File: src/rtl/mem_access_unit.sv
// Multi-cycle MEM-stage load/store unit: one request at a time, byte-enabled word bus,
// optional two-beat split for boundary-crossing accesses, extended and tagged writeback.
module mem_access_unit #(
    parameter int ADDR_W         = 18,
    parameter int EXT_ADDR_W     = 16,
    parameter bit MISALIGN_SPLIT = 1'b1
) (
    input  logic                  clk,
    input  logic                  rst,
    input  logic                  req_valid,
    output logic                  req_ready,
    input  logic                  req_store,
    input  logic [2:0]            req_funct3,
    input  logic [ADDR_W-1:0]     req_addr,
    input  logic [31:0]           req_wdata,
    input  logic [4:0]            req_rd,
    output logic                  resp_valid,
    input  logic                  resp_ready,
    output logic [31:0]           resp_data,
    output logic [4:0]            resp_rd,
    output logic                  resp_err,
    output logic [EXT_ADDR_W-1:0] ext_mem_addr,
    output logic [31:0]           ext_mem_wdata,
    output logic [3:0]            ext_mem_be,
    output logic                  ext_mem_read,
    output logic                  ext_mem_write,
    input  logic [31:0]           ext_mem_rdata,
    input  logic                  ext_mem_ready
);

    localparam logic [1:0] S_IDLE  = 2'd0;
    localparam logic [1:0] S_BEAT0 = 2'd1;
    localparam logic [1:0] S_BEAT1 = 2'd2;
    localparam logic [1:0] S_RESP  = 2'd3;

    function automatic logic [2:0] norm_f3(input logic [2:0] f3);
        case (f3)
            3'b000, 3'b001, 3'b010, 3'b100, 3'b101: norm_f3 = f3;
            default:                                norm_f3 = 3'b010;
        endcase
    endfunction

    function automatic logic [2:0] size_of(input logic [2:0] f3);
        case (f3[1:0])
            2'b00:   size_of = 3'd1;
            2'b01:   size_of = 3'd2;
            default: size_of = 3'd4;
        endcase
    endfunction

    function automatic logic [3:0] mask_of(input logic [2:0] f3);
        case (f3[1:0])
            2'b00:   mask_of = 4'b0001;
            2'b01:   mask_of = 4'b0011;
            default: mask_of = 4'b1111;
        endcase
    endfunction

    // Stores, rd==0 and errors all write back zero.
    function automatic logic [31:0] load_result(input logic [31:0] raw, input logic [2:0] f3,
                                                input logic st, input logic [4:0] rd);
        if (st || (rd == 5'd0)) begin
            load_result = 32'h0000_0000;
        end else begin
            case (f3[1:0])
                2'b00:   load_result = f3[2] ? {24'h00_0000, raw[7:0]}  : {{24{raw[7]}}, raw[7:0]};
                2'b01:   load_result = f3[2] ? {16'h0000, raw[15:0]}    : {{16{raw[15]}}, raw[15:0]};
                default: load_result = raw;
            endcase
        end
    endfunction

    logic [1:0]            state_r;
    logic                  store_r;
    logic [2:0]            f3_r;
    logic [1:0]            off_r;
    logic                  cross_r;
    logic [31:0]           wdata_r;
    logic [4:0]            rd_r;
    logic [EXT_ADDR_W-1:0] waddr_r;
    logic [31:0]           lo_r;

    logic [2:0]            req_f3_s;
    logic [1:0]            req_off_s;
    logic                  req_cross_s;
    logic [3:0]            req_be0_s;
    logic [31:0]           req_wdata0_s;
    logic [3:0]            mask_s;
    logic [3:0]            be1_s;
    logic [4:0]            sh_lo_s;
    logic [5:0]            sh_hi_s;
    logic [31:0]           wdata1_s;
    logic [31:0]           raw0_s;
    logic [31:0]           raw1_s;

    assign req_f3_s     = norm_f3(req_funct3);
    assign req_off_s    = req_addr[1:0];
    assign req_cross_s  = ({2'b00, req_off_s} + {1'b0, size_of(req_f3_s)}) > 4'd4;
    assign req_be0_s    = mask_of(req_f3_s) << req_off_s;
    assign req_wdata0_s = req_wdata << {req_off_s, 3'b000};

    // Second-beat lanes come from the latched request; off is nonzero whenever a split happens.
    assign mask_s   = mask_of(f3_r);
    assign sh_lo_s  = {off_r, 3'b000};
    assign sh_hi_s  = 6'd32 - {1'b0, off_r, 3'b000};
    assign be1_s    = mask_s >> (3'd4 - {1'b0, off_r});
    assign wdata1_s = wdata_r >> sh_hi_s;
    assign raw0_s   = ext_mem_rdata >> sh_lo_s;
    assign raw1_s   = (lo_r >> sh_lo_s) | (ext_mem_rdata << sh_hi_s);

    // Control FSM with all bus and response outputs registered.
    always_ff @(posedge clk or posedge rst) begin
        if (rst) begin
            state_r       <= S_IDLE;
            req_ready     <= 1'b1;
            resp_valid    <= 1'b0;
            resp_data     <= 32'h0000_0000;
            resp_rd       <= 5'd0;
            resp_err      <= 1'b0;
            ext_mem_addr  <= '0;
            ext_mem_wdata <= 32'h0000_0000;
            ext_mem_be    <= 4'b0000;
            ext_mem_read  <= 1'b0;
            ext_mem_write <= 1'b0;
            store_r       <= 1'b0;
            f3_r          <= 3'b000;
            off_r         <= 2'b00;
            cross_r       <= 1'b0;
            wdata_r       <= 32'h0000_0000;
            rd_r          <= 5'd0;
            waddr_r       <= '0;
            lo_r          <= 32'h0000_0000;
        end else begin
            case (state_r)
                S_IDLE: begin
                    if (req_valid) begin
                        req_ready <= 1'b0;
                        store_r   <= req_store;
                        f3_r      <= req_f3_s;
                        off_r     <= req_off_s;
                        cross_r   <= req_cross_s;
                        wdata_r   <= req_wdata;
                        rd_r      <= req_rd;
                        waddr_r   <= req_addr[EXT_ADDR_W+1:2];
                        if (req_cross_s && !MISALIGN_SPLIT) begin
                            state_r    <= S_RESP;
                            resp_valid <= 1'b1;
                            resp_err   <= 1'b1;
                            resp_data  <= 32'h0000_0000;
                            resp_rd    <= req_rd;
                        end else begin
                            state_r       <= S_BEAT0;
                            ext_mem_read  <= ~req_store;
                            ext_mem_write <= req_store;
                            ext_mem_addr  <= req_addr[EXT_ADDR_W+1:2];
                            ext_mem_be    <= req_be0_s;
                            ext_mem_wdata <= req_wdata0_s;
                        end
                    end
                end
                S_BEAT0: begin
                    if (ext_mem_ready) begin
                        if (cross_r) begin
                            state_r       <= S_BEAT1;
                            lo_r          <= ext_mem_rdata;
                            ext_mem_addr  <= waddr_r + {{(EXT_ADDR_W-1){1'b0}}, 1'b1};
                            ext_mem_be    <= be1_s;
                            ext_mem_wdata <= wdata1_s;
                        end else begin
                            state_r       <= S_RESP;
                            ext_mem_read  <= 1'b0;
                            ext_mem_write <= 1'b0;
                            ext_mem_addr  <= '0;
                            ext_mem_be    <= 4'b0000;
                            ext_mem_wdata <= 32'h0000_0000;
                            resp_valid    <= 1'b1;
                            resp_err      <= 1'b0;
                            resp_rd       <= rd_r;
                            resp_data     <= load_result(raw0_s, f3_r, store_r, rd_r);
                        end
                    end
                end
                S_BEAT1: begin
                    if (ext_mem_ready) begin
                        state_r       <= S_RESP;
                        ext_mem_read  <= 1'b0;
                        ext_mem_write <= 1'b0;
                        ext_mem_addr  <= '0;
                        ext_mem_be    <= 4'b0000;
                        ext_mem_wdata <= 32'h0000_0000;
                        resp_valid    <= 1'b1;
                        resp_err      <= 1'b0;
                        resp_rd       <= rd_r;
                        resp_data     <= load_result(raw1_s, f3_r, store_r, rd_r);
                    end
                end
                S_RESP: begin
                    if (resp_ready) begin
                        state_r    <= S_IDLE;
                        resp_valid <= 1'b0;
                        req_ready  <= 1'b1;
                    end
                end
                default: begin
                    state_r   <= S_IDLE;
                    req_ready <= 1'b1;
                end
            endcase
        end
    end

endmodule

File: config.mk
export PLATFORM = sky130hd
export DESIGN_NAME = mem_access_unit
export DESIGN_NICKNAME = d
export VERILOG_FILES = /design/src/rtl/mem_access_unit.sv
export SDC_FILE = /design/constraint.sdc
export NUM_CORES = 1
export LEC_CHECK = 0
export ABC_AREA = 0
export BUFFER_PORTS_ARGS = -buffer_cell sky130_fd_sc_hd__buf_4
export CORE_ASPECT_RATIO = 1.4
export CORE_UTILIZATION = 51
export DETAILED_ROUTE_END_ITERATION = 10
export PLACE_DENSITY = 0.86
export RECOVER_POWER = 50
export SKIP_CTS_REPAIR_TIMING = 1
export SYNTH_ARGS = -nofsm -noshare
export SYNTH_HDL_FRONTEND = slang
export SYNTH_SLANG_ARGS = --single-unit
File: constraint.sdc
create_clock -name clk -period 5.5 [get_ports clk]
set_input_delay 0.825 -clock clk [delete_from_list [all_inputs] [get_ports clk]]
set_output_delay 0.825 -clock clk [all_outputs]
set_load 0.05 [all_outputs]
# After elaboration in Yosys (flattened, before gate mapping)
# Cells that the tools add are included.
# W data, S select, Z words.
classes:
  n_addsub: 4
  magnitude_cmp: 1
  eq_ne: 14
  shift: 7
  n_mux: 57
  bitwise_logic: 2
  reduce_logical: 19
ops:
  columns: ["op", "count"]
  rows:
  - ["$mux W32", 13]
  - ["$pmux W32 S2", 3]
  - ["$pmux W32 S3", 1]
  - ["$mux W16", 4]
  - ["$shr A32 B5 Y32", 2]
  - ["$pmux W16 S3", 1]
  - ["$or A32 B32 Y32", 1]
  - ["$shl A32 B5 Y32", 1]
  - ["$shl A32 B6 Y32", 1]
  - ["$shr A32 B6 Y32", 1]
  - ["$add A16 B1 Y16 const B", 1]
  - ["$mux W4", 4]
  - ["$pmux W4 S2", 2]
  - ["$mux W5", 3]
  - ["$mux W1", 12]
  - ["$pmux W4 S3", 1]
  - ["$reduce_and A4 Y1", 3]
  - ["$ne A2 B2 Y1 const B", 5]
  - ["$pmux W5 S2", 1]
  - ["$reduce_and A5 Y1", 2]
  - ["$pmux W1 S3", 3]
  - ["$mux W2", 4]
  - ["$pmux W2 S4", 1]
  - ["$eq A2 B1 Y1 const B", 3]
  - ["23 further kinds", 31]
word_totals:
  regBits: 188
  in_bits: 96
  output_inout_bits: 94
  word_cells: 123

# Longest topological paths before layout
depth:
  word_depth: 8
  mapped_depth: 14
  ltp_nobuf: 7

# Worst setup path after synthesis
# No wires, ideal clock.
synth_path:
  kind: "reg-to-reg"
  from: "register off_r[0]"
  to: "register resp_data[16]"
  setup_time_ps: 90
  arrival_ps: 2851
  required_time_ps: 5410
  slack_ps: 2558
  stages_incl_launch_ff: 14
  path_buffers: 6
  path_cell_list: "dfrtp_1 -> buf_6 -> buf_4 -> buf_4 -> buf_4 -> buf_2 -> inv_1 -> ha_1 -> nor3_2 -> a211oi_2 -> a311oi_2 -> o211ai_4 -> buf_6 -> o221ai_1"
synth_between:
  elab_chain_cells: 8
  elab_cells_between_ends: 17
  classes_between: "add/sub (1); shift (3); mux (12); bitwise (1)"
synth_lines:
  columns: ["item", "line_no", "text"]
  rows:
  - ["start: declaration", "76", "logic [1:0] off_r;"]
  - ["start signal: assignment", "140", "off_r <= req_off_s;"]
  - ["$sub A6 B5 Y6", "105", "assign sh_hi_s = 6'd32 - {1'b0, off_r, 3'b000};"]
  - ["$shl A32 B6 Y32", "109", "assign raw1_s = (lo_r >> sh_lo_s) | (ext_mem_rdata << sh_hi_s);"]
  - ["$or A32 B32 Y32", "109", null]
  - ["$mux W32 (on tied branches)", "67, 66", null]
  - ["$pmux W32 S2", "65", "case (f3[1:0])"]
  - ["$mux W32", "62", "if (st || (rd == 5'd0)) begin"]
  - ["$mux W32", "184", "if (ext_mem_ready) begin"]
  - ["$pmux W32 S2 (*)", "134", "case (state_r)"]
  - ["end signal: assignment", "179", "resp_data <= load_result(raw0_s, f3_r, store_r, rd_r);"]
  - ["end signal: assignment", "194", "resp_data <= load_result(raw1_s, f3_r, store_r, rd_r);"]
  - ["end: declaration", "19", "output logic [31:0] resp_data,"]
# Every way passes the cells marked *; elsewhere a longest branch is shown, timed or not. The select of a mux whose other input is x is not followed.
# A chain may end at the register's enable or synchronous reset.

# Final worst setup path
layout_path:
  from: "register off_r[1]"
  to: "register ext_mem_wdata[30]"
layout_between:
  elab_chain_cells: 5
layout_lines:
  columns: ["item", "line_no", "text"]
  rows:
  - ["$sub A6 B5 Y6", "105", null]
  - ["$shr A32 B6 Y32", "107", "assign wdata1_s = wdata_r >> sh_hi_s;"]
  - ["$mux W32", "163", "if (cross_r) begin"]
  - ["$mux W32", "162", "if (ext_mem_ready) begin"]
  - ["$pmux W32 S3", "134", null]
  - ["end signal: assignment", "157", "ext_mem_wdata <= req_wdata0_s;"]
  - ["end signal: assignment", "168", "ext_mem_wdata <= wdata1_s;"]
  - ["end: declaration", "23", "output logic [31:0] ext_mem_wdata,"]
# No other way between the ends. The select of a mux whose other input is x is not followed.

==> impl_metrics.env <==
export IMPL_detailroute_via_count=9230
export IMPL_floorplan_die_height_um=173.4
export IMPL_worst_hold_check_path_type="reg -> reg"
export IMPL_clock_fmax_mhz=265.3
export IMPL_worst_ir_drop_vdd_uv=558.5
export IMPL_synth_seq_cells=187
export IMPL_ant_nets=0
export IMPL_timing_worst_slew_pin_value_ns=1.933
export IMPL_critical_path_arrival_ns=4.11
export IMPL_first_global_vias=9216
export IMPL_netSwitchingFraction_pct=48.15
export IMPL_synth_async_reset_ratio_pct=100.0
export IMPL_floorplan_die_width_um=124.5
export IMPL_fin_cells=1451
export IMPL_port_buffers=188
export IMPL_cap_viol_max_count=3
export IMPL_worstSetupEndpointType="flop"
export IMPL_share_comb_of_total_power_pct=57.8
export IMPL_numClockSinks=187
export IMPL_p_leak_uw=0.005731
export IMPL_place_detailed_hpwl_um=20890
export IMPL_final_fill_count=1665
export IMPL_worstSetupPathType="reg -> reg"
export IMPL_grt_total_usage_pct=28.66
export IMPL_io_pins=190
export IMPL_synth_yosys_seq_area_share_pct=43.71
export IMPL_cts_max_path_buffers=2
export IMPL_layout_drive_gt1_share_pct=30.96
export IMPL_cp_slowest_cell="ha_1"
export IMPL_drt_total_wl_um=30780
export IMPL_postSynthAreaPerCell_um2=10.32
export IMPL_power_density_mw_per_mm2=726.6
export IMPL_timing_final_ws_setup_ns=1.731
export IMPL_synth_edf_count=0
export IMPL_latest_clock_arrival_within_the_worst_skew_pair_ns=0.44
export IMPL_start_util_pct=52.09
export IMPL_fin_tns_setup_ns=0
export IMPL_fp_dieArea_mm2=0.02159
export IMPL_synthCells=1038
export IMPL_p_int_uw=4829
export IMPL_post_syn_nets=1144
export IMPL_core_ar_mm2=0.02056
export IMPL_share_of_power_burned_in_the_clock_network_pct=14.2
export IMPL_yosys_area_top_type_share_pct=43.47
export IMPL_worst_clock_skew_ns=0.01250
export IMPL_final_hold_violation_count=0
export IMPL_synth_top_cells_by_area="dfrtp_1, mux2_2, mux2i_1, nand2_1, o21ai_0"
export IMPL_final_core_utilization_pct=62.34
export IMPL_clk_transition_reported_paths_ns=0.06
export IMPL_finish_instance_area_mm2=0.01282
export IMPL_routedWlPerCell_um=21.21
export IMPL_num_rows=62
export IMPL_fin_nets=1288
export IMPL_htree_levels=4
export IMPL_place_detailed_instances=1419
export IMPL_seqPwrFrac_pct=28.1
export IMPL_grt_antenna_before_repair=0
export IMPL_first_pass_grt_wire_length_um=49080
export IMPL_cts_inserted_buffers=17
export IMPL_rsz0062_at_grt="no"
export IMPL_period_share_pct=68.53
export IMPL_failed_checks="max-capacitance violations, max-slew violations"
export IMPL_netSwitchingPower_uw=4484
export IMPL_clk_root_buffer_cell="clkbuf_16"
export IMPL_ys_warn_count=0
export IMPL_grt_start_max_net_pins=80
export IMPL_relSlewSlack_pct=-28.84
export IMPL_status="finished, violations left"
export IMPL_cpMostUsedCell="nor2_2"
export IMPL_timing_critical_path_fanout_max=32
export IMPL_synth_flop_cell="dfrtp_1"
export IMPL_cp_cell_sequence="clkinv_1 > ha_1 > nor2_2 > nand2_1 > nor2_2 > a2bb2oi_1 > o21ai_0"
export IMPL_synthDistinctLibCells=62
export IMPL_dp_worst_setup_slack_ns=1.829
export IMPL_report_final_slew_viol_count=154
export IMPL_cell_area_synth_mm2=0.01071
export IMPL_timing_critical_path_from_type="flop"
export IMPL_detailedRoute_firstIterationViolations=860
export IMPL_tritoncts="yes"
export IMPL_dr_pass1_iters=7
export IMPL_synthToLayoutAreaGrowth_pct=19.69
export IMPL_routabilityCongestion=0.9509
export IMPL_post_drt_via_cell_ratio=6.361
export IMPL_antenna_cells=0
export IMPL_placement_cell_area_mm2=0.01223
export IMPL_period_minus_slack_ns=3.769
export IMPL_total_of_endpoints_with_negative_setup_slack_in_the_final_report=0
export IMPL_grt_overflow=0
export IMPL_critPathMaxStageDelay_ns=0.96
export IMPL_drcViolationCount=0
export IMPL_worst_ep_required_ns=5.84
export IMPL_netlist_top_cell_by_area="dfrtp_1"
[final timing paths]
check / start / to / slack (ns) / depth (start not counted)
worst max-delay path: off_r[1] / ext_mem_wdata[30] / 1.73 / 7
worst min-delay path: resp_data[15] / resp_data[15] / 0.48 / 2
worst max register to register: off_r[1] / ext_mem_wdata[30] / 1.73 / 7
worst min register to register: resp_data[15] / resp_data[15] / 0.48 / 2
max in group asynchronous: rst / rd_r[0] / 2.01 / 3
min in group asynchronous: rst / ext_mem_wdata[14] / 0.87 / 2
[power by group through the flow]
stage          clock, µW  combinational (µW)  sequential [µW]
6_report            1320                5380             2610
5_1_grt             1380                5740             2690
4_1_cts             1330                5350             2600
3_5_place_dp           0                5330             2610
3_3_place_gp           0                5190             2580
2_1_floorplan          0                3100             3380
[kinds of logic (layout without fill, tap and decap cells)]
logic type               after synthesis  count (layout)  share of synthesized area [%]
AO/OA/AOI/OAI                        284             284                          18.86
XOR/XNOR                              13              13                          1.063
adder cells (fa/ha/maj)               10              10                          1.239
buffers and inverters                 91             248                          3.809
flip-flops                           187             187                          43.71
multiplexers                         208             208                          21.38
other                                  1               1                        0.03502
AND/OR/NAND/NOR                      244             244                          9.897
[sequential cells by signal (all words and copies together), names as in the netlist, 2 cells and up]
| signal | cells |
|---|---|
| off_r | 2 |
| ext_mem_wdata | 32 |
| ext_mem_be | 4 |
| wdata_r | 32 |
| f3_r | 3 |
| resp_rd | 5 |
| lo_r | 32 |
| waddr_r | 16 |
| rd_r | 5 |
| ext_mem_addr | 16 |
| state_r | 2 |
| resp_data | 32 |
[area by class of cell]
class                           instances  area, µm²  area share, %
Timing Repair Buffer                  202       1508          11.76
Multi-Input combinational cell        760       5627          43.90
Clock inverter                         13      190.2          1.484
Clock buffer                           19      432.9          3.378
Tap cell                              256      320.3          2.499
Inverter                               14      53.80         0.4198
Sequential cell                       187       4684          36.55
[critical path: cells and delay by family (launching register included)]
kind,cells,cell delay [ns]
DFF,1,0.35
AOI/OAI and AO/OA,2,0.31
and+or+nand+nor,3,1.56
buffers and inverters,1,0.49
adders and majority gates,1,0.96
[cell usage after synthesis, types with 4 or more instances]
library cell,n
dfrtp_1,186
mux2_2,116
nand2_1,107
mux2i_1,87
nor2_1,78
o21ai_0,60
a21oi_1,51
clkbuf_1,48
o221ai_1,26
o21a_1,18
a221oi_1,16
nor2b_1,16
buf_2,14
xnor2_1,12
inv_1,11
nand3_1,11
a22oi_1,10
a21o_1,9
a22o_1,9
buf_4,9
ha_1,9
a211o_1,8
a211oi_1,8
a21boi_0,8
a2bb2oi_1,8
a32oi_1,8
a32o_1,7
nand2b_1,7
o211ai_1,7
o21bai_1,7
o22ai_1,7
a31o_2,5
mux4_2,5
nand4_1,5
nor3_1,5
buf_1,4
[layout by cell type (no fill, tap or decap), drive strengths merged, types with 6 or more instances in the layout]
master and instances:
a32o 7, inv 13, a2bb2oi 8, a211o 8, nand3 12, a22o 9, a21oi 51, mux2i 87
o21ai 60, nor2 80, nand2 107, a21boi 8, xnor2 12, buf 195, a21o 9, o21bai 7
nand2b 7, nor3 6, mux2 116, clkbuf 26, o221ai 26, ha 9, dfrtp 186, o22ai 7
a22oi 10, nor2b 16, o21a 18, a221oi 16, a32oi 8, a211oi 9, o211ai 8
[per-stage QoR]
stage	total power [µW]	hold slack, ns
floorplan	6481	0.4712
global placement	7778	0.4548
detailed placement	7948	0.4627
CTS	9282	0.4764
global route	9809	0.5210
finish	9313	0.4764
[layer usage]
layer / GRT usage [%] / wire [µm] / up-vias / part of all wire, %
li1: - / - / 4106 / -
met1: 34.49 / 11550 / 4517 / 38
met2: 48.16 / 15590 / 495 / 51
met3: 5.494 / 2178 / 112 / 7.1
met4: 15.81 / 1457 / 0 / 4.7
met5: 0 / 0 / - / 0
(Power assumes the default switching activity.)
